**config.mk**
```make
export PLATFORM = sky130hd
export DESIGN_NAME = consmax_bus_collector
export DESIGN_NICKNAME = d
export VERILOG_FILES = /design/src/rtl/consmax_bus_collector.sv
export SDC_FILE = /design/constraint.sdc
export NUM_CORES = 2
export LEC_CHECK = 0
export ABC_AREA = 1
export BUFFER_PORTS_ARGS = -buffer_cell sky130_fd_sc_hd__clkbuf_2
export CAP_MARGIN = 20
export CORE_ASPECT_RATIO = 2
export CORE_MARGIN = 3
export CORE_UTILIZATION = 39
export DETAILED_ROUTE_END_ITERATION = 8
export PLACE_DENSITY = 0.5
export SLEW_MARGIN = 20
export SYNTH_ARGS = -nofsm -noshare
export SYNTH_HDL_FRONTEND = slang
export SYNTH_SLANG_ARGS = --single-unit
```
**constraint.sdc**
```tcl
create_clock -name clk -period 8.92 [get_ports clk]
set_input_delay 0 -clock clk [delete_from_list [all_inputs] [get_ports clk]]
set_output_delay 0 -clock clk [all_outputs]
set_load 0.01 [all_outputs]
```
**src/rtl/consmax_bus_collector.sv**
```systemverilog
// consmax_bus_collector: packs per-head consmax byte lanes into words, buffers them per head
// and drains all heads through one round-robin output port.
module consmax_bus_collector #(
    parameter int ODATA_BIT  = 8,
    parameter int GBUS_WIDTH = 4,
    parameter int GBUS_DATA  = ODATA_BIT * GBUS_WIDTH,
    parameter int NUM_HEAD   = 4,
    parameter int FIFO_DEPTH = 4
) (
    input  logic                            clk,
    input  logic                            rstn,
    input  logic [GBUS_DATA*NUM_HEAD-1:0]   odata,
    input  logic [GBUS_WIDTH*NUM_HEAD-1:0]  odata_valid,
    input  logic                            flush,
    input  logic                            clr_overflow,
    input  logic                            out_ready,
    output logic                            out_valid,
    output logic [GBUS_DATA-1:0]            out_data,
    output logic [$clog2(NUM_HEAD)-1:0]     out_head,
    output logic [2:0]                      out_bytes,
    output logic [NUM_HEAD-1:0]             overflow,
    output logic                            busy
);
    localparam int PW = $clog2(FIFO_DEPTH);
    localparam int CW = $clog2(FIFO_DEPTH + 1);
    localparam int TW = $clog2(2 * GBUS_WIDTH);
    localparam int HW = $clog2(NUM_HEAD);

    logic [GBUS_DATA-1:0] head_data [NUM_HEAD];
    logic [2:0]           head_len  [NUM_HEAD];
    logic [NUM_HEAD-1:0]  nz, pop, drop, busy_h;
    logic [HW-1:0]        last, lock_head, sel, rr;
    logic                 lock, found;

    function automatic logic [PW-1:0] nxt(input logic [PW-1:0] p);
        return p == PW'(FIFO_DEPTH - 1) ? '0 : p + 1'b1;
    endfunction

    for (genvar h = 0; h < NUM_HEAD; h++) begin : g_head
        logic [2*GBUS_DATA-1:0] bytes_q;
        logic [GBUS_DATA-1:0]   acc, rem_data, w0;
        logic [TW-1:0]          fill, total, rem;
        logic [2:0]             l0;
        logic [1:0]             npush;
        logic [CW-1:0]          cnt, space;
        logic [PW-1:0]          wp, rp, wp1;
        logic                   full_w, tail, ok0, ok1;
        logic [GBUS_DATA-1:0]   mem [FIFO_DEPTH];
        logic [2:0]             len [FIFO_DEPTH];
        // Bytes above the current fill are always zero, so the packed buffer needs no masking.
        always_comb begin
            bytes_q = {{GBUS_DATA{1'b0}}, acc};
            total = fill;
            for (int l = 0; l < GBUS_WIDTH; l++) begin
                if (odata_valid[h*GBUS_WIDTH+l]) begin
                    bytes_q[total*ODATA_BIT +: ODATA_BIT] = odata[h*GBUS_DATA+l*ODATA_BIT +: ODATA_BIT];
                    total = total + 1'b1;
                end
            end
            full_w = total >= TW'(GBUS_WIDTH);
            rem = full_w ? total - TW'(GBUS_WIDTH) : total;
            tail = flush && rem != '0;
            rem_data = full_w ? bytes_q[2*GBUS_DATA-1:GBUS_DATA] : bytes_q[GBUS_DATA-1:0];
            w0 = full_w ? bytes_q[GBUS_DATA-1:0] : rem_data;
            l0 = full_w ? 3'(GBUS_WIDTH) : 3'(rem);
            npush = {1'b0, full_w} + {1'b0, tail};
        end
        assign pop[h]    = out_valid && out_ready && sel == HW'(h);
        assign space     = CW'(FIFO_DEPTH) - cnt + CW'(pop[h]);
        assign ok0       = npush != 2'd0 && space != '0;
        assign ok1       = npush == 2'd2 && space > CW'(1);
        assign drop[h]   = CW'(npush) > space;
        assign wp1       = nxt(wp);
        assign nz[h]     = cnt != '0;
        assign busy_h[h] = fill != '0 || cnt != '0;
        assign head_data[h] = mem[rp];
        assign head_len[h]  = len[rp];
        always_ff @(posedge clk) begin
            if (ok0) begin
                mem[wp] <= w0;
                len[wp] <= l0;
            end
            if (ok1) begin
                mem[wp1] <= rem_data;
                len[wp1] <= 3'(rem);
            end
        end
        always_ff @(posedge clk or negedge rstn) begin
            if (!rstn) begin
                acc  <= '0;
                fill <= '0;
                wp   <= '0;
                rp   <= '0;
                cnt  <= '0;
            end else begin
                acc  <= flush ? '0 : rem_data;
                fill <= flush ? '0 : rem;
                wp   <= ok1 ? nxt(wp1) : ok0 ? wp1 : wp;
                rp   <= pop[h] ? nxt(rp) : rp;
                cnt  <= cnt + CW'(ok0) + CW'(ok1) - CW'(pop[h]);
            end
        end
    end

    // Round-robin search begins just after the last granted head; a stalled grant stays locked.
    always_comb begin
        found = 1'b0;
        rr = '0;
        for (int i = 1; i <= NUM_HEAD; i++) begin
            if (!found && nz[(int'(last) + i) % NUM_HEAD]) begin
                rr = HW'((int'(last) + i) % NUM_HEAD);
                found = 1'b1;
            end
        end
        sel = lock ? lock_head : rr;
    end

    assign out_valid = lock || found;
    assign out_data  = out_valid ? head_data[sel] : '0;
    assign out_head  = out_valid ? sel : '0;
    assign out_bytes = out_valid ? head_len[sel] : '0;
    assign busy      = |busy_h;

    always_ff @(posedge clk or negedge rstn) begin
        if (!rstn) begin
            last      <= HW'(NUM_HEAD - 1);
            lock      <= 1'b0;
            lock_head <= '0;
            overflow  <= '0;
        end else begin
            last      <= out_valid && out_ready ? sel : last;
            lock      <= out_valid && !out_ready;
            lock_head <= sel;
            overflow  <= (clr_overflow ? '0 : overflow) | drop;
        end
    end
endmodule

```
After elaboration in Yosys (flattened, before gate mapping). Memory sizes are Yosys's and may differ from the RTL's. Cells that the tools add are included.

$add $sub $neg: 76. Order comparisons: 17. Equality and inequality tests: 19. Shift operators: 32. Multiplexer cells: 139. Bitwise logic cells: 6. Reductions and logical operators: 60.

Operators by type and width (count): $bwmux 64 (16); $mux 64 (16); $shift 8x34->64 const A (16); $shiftx 8x34->64 (16); $neg 6->34 (16); $mux 32 (15); $mux 3 (31); $bmux 32 s2 (1); $mux 2 (26); $add 3x1->3 const B (16); $reduce_bool 3->1 (16); $add 3x1->3 (12); $eq 2x2->1 const B (18); $add 2x1->2 const B (14); $mux 1 (28); $logic_and 1x1->1 (21); $lt 3x4->1 const B (4); $reduce_bool 2->1 (8); $ge 3x3->1 const B (5); $gt 2x3->1 (4); $gt 3x1->1 const B (4); $sub 3x1->3 (4); $sub 3x3->3 const A (4); $sub 3x3->3 const B (4); 14 further kinds (34).

Register bits: 177. RAM bits: 560. Input port bits: 149. Output and inout bits: 43. Logic and storage cells: 381. Memories: 8.

Memory list: g_head[0].mem (depth 4, width 32, read ports 1, clocked after Yosys merged registers in 0, write ports 2, RTL line 48) `logic [GBUS_DATA-1:0] mem [FIFO_DEPTH];`; g_head[1].mem (depth 4, width 32, read ports 1, clocked after Yosys merged registers in 0, write ports 2, RTL line 48); g_head[2].mem (depth 4, width 32, read ports 1, clocked after Yosys merged registers in 0, write ports 2, RTL line 48); g_head[3].mem (depth 4, width 32, read ports 1, clocked after Yosys merged registers in 0, write ports 2, RTL line 48); g_head[0].len (depth 4, width 3, read ports 1, clocked after Yosys merged registers in 0, write ports 2, RTL line 49) `logic [2:0] len [FIFO_DEPTH];`; g_head[1].len (depth 4, width 3, read ports 1, clocked after Yosys merged registers in 0, write ports 2, RTL line 49); 2 more memories.

Longest topological paths before layout.
Depth after elaboration: 25. Gate-level depth with buffers: 31. Mapped depth without buffers: 29.

Least setup slack after synthesis. Ideal clock, no wire load.

Path type: register to register. Start: register g_head[2].fill[0]. End: register (tool-made name). Setup time: 0.476 ns. Data arrival time: 6.919 ns. Data required time: 8.444 ns. Path slack: 1.525 ns. Cell stages (with the launch flop): 28. Path buffers: 4. Period minus slack after synthesis: 7.395 ns. Cells stage by stage: dfrtp_1 -> buf_4 -> inv_4 -> ha_1 -> inv_1 -> nand2_1 -> nand2_1 -> ha_1 -> inv_1 -> nand2_1 -> nand2_1 -> inv_1 -> ha_1 -> nor2_1 -> inv_1 -> nand2_1 -> ha_1 -> clkbuf_1 -> clkbuf_1 -> clkbuf_1 -> nand2_1 -> o21ai_0 -> inv_1 -> a21oi_1 -> inv_1 -> ha_1 -> o21bai_1 -> o21ai_0.

RTL lines: from (decl) (RTL line 42) `logic [TW-1:0] fill, total, rem;`; from (signal assigned) (RTL line 97) `fill <= flush ? '0 : rem;`.

==> results.py <==
metrics = {
    "die": {
        "fp.dieH_um": 533,
        "row_count": 193,
        "ioPinCount": 192,
        "initial_core_util_pct": 39.3,
        "dieArea_um2": 144000,
        "chipWidth_um": 270,
        "core_um2": 138000,
    },
    "detailed_routing": {
        "wire_per_inst_um": 26.1,
        "antenna_left": 0,
        "routed_wl_um": 255000,
        "dr.pass1.iters": 8,
        "vias": 55876,
        "drt-vias-per-instance": 5.71,
        "drcViolationCount": 0,
        "drtIter0Drc": 4984,
    },
    "hold_path": {
        "min_path_cells": 5,
        "hold-path-endpoint": "g_head[0].acc[15]",
        "min_from": "odata[31]",
        "min_path_type": "primary input to flip-flop",
    },
    "global_route": {
        "gr-usage-all-layers_pct": 34.4,
        "antenna_found_initial": 4,
        "grt_pass1_vias": 53899,
        "use_met2_pct": 61.3,
        "grt_max_degree": 103,
        "busiest_layer": "met2",
        "grt_pass1_wl_um": 365000,
        "gr-usage-met1_pct": 36.9,
        "grt_util_met3_pct": 4.12,
        "grt.overflow.total": 0,
    },
    "placement": {
        "dpl_cell_area_um2": 56800,
        "io_buffers": 191,
        "globalplace.congestion": 1.02,
        "hpwl_um": 193000,
    },
    "synthesis": {
        "synth_fp_nets": 8118,
        "synth_ff_type": "edfxtp_1",
        "yosysWarnings": 0,
        "synth-edff-count": 560,
        "postSynth.asyncResetShare_pct": 23.7,
        "synth-seq-cells": 734,
        "yosysUniqueCellTypes": 62,
        "synth_cells": 7848,
        "syn_avg_cell_area_um2": 6.91,
        "ys_seq_area_share_pct": 39.0,
        "syn_area_um2": 54200,
    },
    "final_layout": {
        "multi_input_area_um2": 29800,
        "final_nets": 8144,
        "finalInstanceArea_um2": 59900,
        "nFillCells": 14797,
        "area_growth_pct": 10.4,
        "drive_gt1_share_pct": 8.33,
        "regArea_um2": 21200,
    },
    "sta": {
        "clock.fmax_mhz": 132,
        "timing.final.max_slew_violations": 0,
        "finalSetupViolCount": 0,
        "worst_pin_slew_ns": 1.24,
        "max_slew_margin_pct": 16.4,
        "setup_tns_ns": 0,
        "rsz0062_at_grt": "false",
        "min_period_ns": 7.56,
        "hold_slack_ns": 0.0327,
        "hold_violations": 0,
        "min_period_over_period_pct": 84.8,
        "clock_skew_ns": 0.0353,
    },
    "critical_path": {
        "crit_type": "flip-flop to flip-flop",
        "critical_path_required_ns": 9.26,
        "worstPathArrival_ns": 7.91,
        "reg2reg_from": "g_head[2].fill[0]",
        "cp-start-kind": "flip-flop",
        "reg2reg_to": "g_head[2].mem[3][19]",
        "worstSetupEndpointType": "flip-flop",
        "rrSetupSlack_ns": 1.36,
        "crit_fanout": 24,
        "r2r.worst_path.cells": 24,
    },
    "power_and_ir_drop": {
        "vdd_drop_max_uv": 178,
        "p_leak_nw": 27.6,
        "power_density_nw_per_um2": 337,
    },
    "clocking": {
        "numCtsBuffers": 76,
        "cts_setup_buffers": 0,
        "htree_levels": 3,
        "cts_resized": 0,
        "clockRootBuffer": "clkbuf_16",
        "holdBufCountCts": 49,
        "clk_pin_slew_worst_paths_ns": 0.09,
        "clk_latency_ns": 0.69,
        "cts_tree": "built",
        "clk_path_buf_depth": 3,
        "clock_sinks": 734,
    },
    "status": {
        "status": "complete, no violations",
    },
    "flow_run": {
        "max-cap-violations": 0,
    },
}
power by group:
| part | switching (mW) | total (mW) | internal (mW) |
|---|---|---|---|
| Sequential | 0.410 | 5.91 | 5.50 |
| Combinational | 8.12 | 10.9 | 2.80 |
| Clock | 1.53 | 3.37 | 1.84 |
| Total | 10.1 | 20.2 | 10.1 |
state kept, by name (all words and copies together), names as in the netlist, named ones only:
name	cells
lock	1
overflow	4
g_head.rp	8
g_head.cnt	12
last	2
g_head.acc	128
g_head.wp	8
g_head.len	32
g_head.fill	9
lock_head	2
g_head.mem	512
worst max path at each step:
stage / startpoint / slack [ns] / cells after the start / endpoint
2_1_floorplan: g_head[2].fill[0] / 1.53 / 27 / flip-flop
3_3_place_gp: g_head[3].fill[0] / 1.57 / 30 / g_head[3].cnt[2]
3_5_place_dp: g_head[3].fill[0] / 1.40 / 30 / g_head[3].cnt[2]
4_1_cts: g_head[3].fill[0] / 1.38 / 30 / g_head[3].cnt[2]
5_1_grt: g_head[3].fill[0] / 0.74 / 30 / g_head[3].cnt[2]
6_report: g_head[2].fill[0] / 1.36 / 24 / g_head[2].mem[3][19]
placed cells by master, fill, tap and decap left out, drive strengths merged, types with 8 or more instances in the layout:
| cell | count |
|---|---|
| a21oi | 311 |
| a31oi | 15 |
| a32o | 140 |
| and2 | 22 |
| buf | 91 |
| clkbuf | 292 |
| clkinv | 33 |
| dfrtp | 172 |
| dlygate4sd3 | 48 |
| edfxtp | 560 |
| ha | 114 |
| inv | 509 |
| nand2 | 3226 |
| nand3 | 1091 |
| nand3b | 10 |
| nand4 | 59 |
| nor2 | 483 |
| nor3 | 121 |
| nor4 | 8 |
| o211ai | 113 |
| o21ai | 395 |
| o22ai | 26 |
| or2 | 20 |
| xnor2 | 14 |
| xor2 | 9 |
cell families (layout without fill, tap and decap cells):
| kind of cell | Yosys count | count (layout) | synth area share [%] |
|---|---|---|---|
| fa+ha+maj | 121 | 121 | 2.89 |
| flops | 734 | 734 | 39.0 |
| simple gates | 5040 | 5040 | 39.4 |
| mux | 3 | 3 | 0.0554 |
| compound gates | 1030 | 1030 | 11.7 |
| xor+xnor | 23 | 23 | 0.406 |
| other cells | 1 | 5 | 0.00691 |
| buf+inv | 896 | 984 | 6.52 |
routing by layer:
layer,share of wire [%],up-vias,wire length (um)
li1,-,26388,-
met1,35,26321,89500
met2,50,2412,127000
met3,5.7,753,14600
met4,9.4,2,23900
met5,0.0051,-,13
worst max-delay path, cell delays in order, from the launching register on:
cell and delay [ns]:
dfrtp_1 0.57, inv_4 0.08, ha_1 0.35, inv_1 0.10, nand2_1 0.09, nand2_1 0.13
ha_1 0.50, inv_1 0.44, nand2_1 0.12, nand2_1 0.17, inv_1 0.06, ha_1 0.72
nor2_1 0.18, inv_1 0.16, nand2_1 0.14, ha_1 0.81, nand2_1 0.10, o21ai_0 0.09
inv_1 0.17, a21oi_1 0.28, inv_1 0.08, ha_1 0.17, o21bai_1 0.42, o21ai_4 0.82
buf_4 0.40
cells in the mapped netlist, types with 6 or more instances:
| master | n | area, um2 |
|---|---|---|
| xor2_1 | 8 | 70.1 |
| o21ai_1 | 29 | 145 |
| or2_2 | 15 | 93.8 |
| inv_2 | 55 | 206 |
| fa_1 | 7 | 140 |
| clkinv_1 | 9 | 33.8 |
| ha_1 | 114 | 1430 |
| a31oi_1 | 15 | 93.8 |
| o221ai_1 | 7 | 61.3 |
| buf_2 | 71 | 355 |
| nand2_4 | 12 | 135 |
| nor3_1 | 108 | 541 |
| o211ai_1 | 107 | 803 |
| o211ai_2 | 6 | 75.1 |
| nor4_1 | 6 | 37.5 |
| a21oi_1 | 311 | 1560 |
| nand3_1 | 1071 | 5360 |
| clkbuf_1 | 257 | 965 |
| xnor2_1 | 14 | 123 |
| buf_4 | 16 | 120 |
| nand2_2 | 40 | 250 |
| nand4_1 | 59 | 369 |
| nor3_2 | 10 | 100 |
| a32o_1 | 140 | 1400 |
| nand2_1 | 3173 | 11900 |
| inv_1 | 446 | 1670 |
| nand3_2 | 16 | 160 |
| o21ai_2 | 10 | 87.6 |
| and2_1 | 21 | 131 |
| nor2_4 | 9 | 101 |
| o21ai_0 | 356 | 1780 |
| nor2_1 | 439 | 1650 |
| nand3b_1 | 9 | 67.6 |
| buf_1 | 34 | 128 |
| o22ai_1 | 26 | 163 |
| dfrtp_1 | 172 | 4300 |
| nor2_2 | 33 | 206 |
| edfxtp_1 | 560 | 16800 |
through the flow:
step / instances / setup WS (ns) / power [mW] / util (%)
after CTS: 9788 / 1.38 / 20.2 / 43.3
after floorplan: 7848 / 1.53 / 12.4 / -
final: 9792 / 1.36 / 20.2 / 43.3
after global placement: 9599 / 1.57 / 16.7 / 41.2
after global routing: 9789 / 0.745 / 21.4 / 43.3
after detailed placement: 9599 / 1.40 / 16.8 / 41.2
area by class of cell:
type,instances,area share [%]
flip-flops and latches,734,35.4
well taps,1852,3.87
clock inverters,38,0.596
clock buffers,102,3.60
multi-input cells,6218,49.7
inverters,515,3.25
repair buffers,329,3.60
diodes,4,0.0167
No activity file was read; power rests on OpenSTA's default activity.
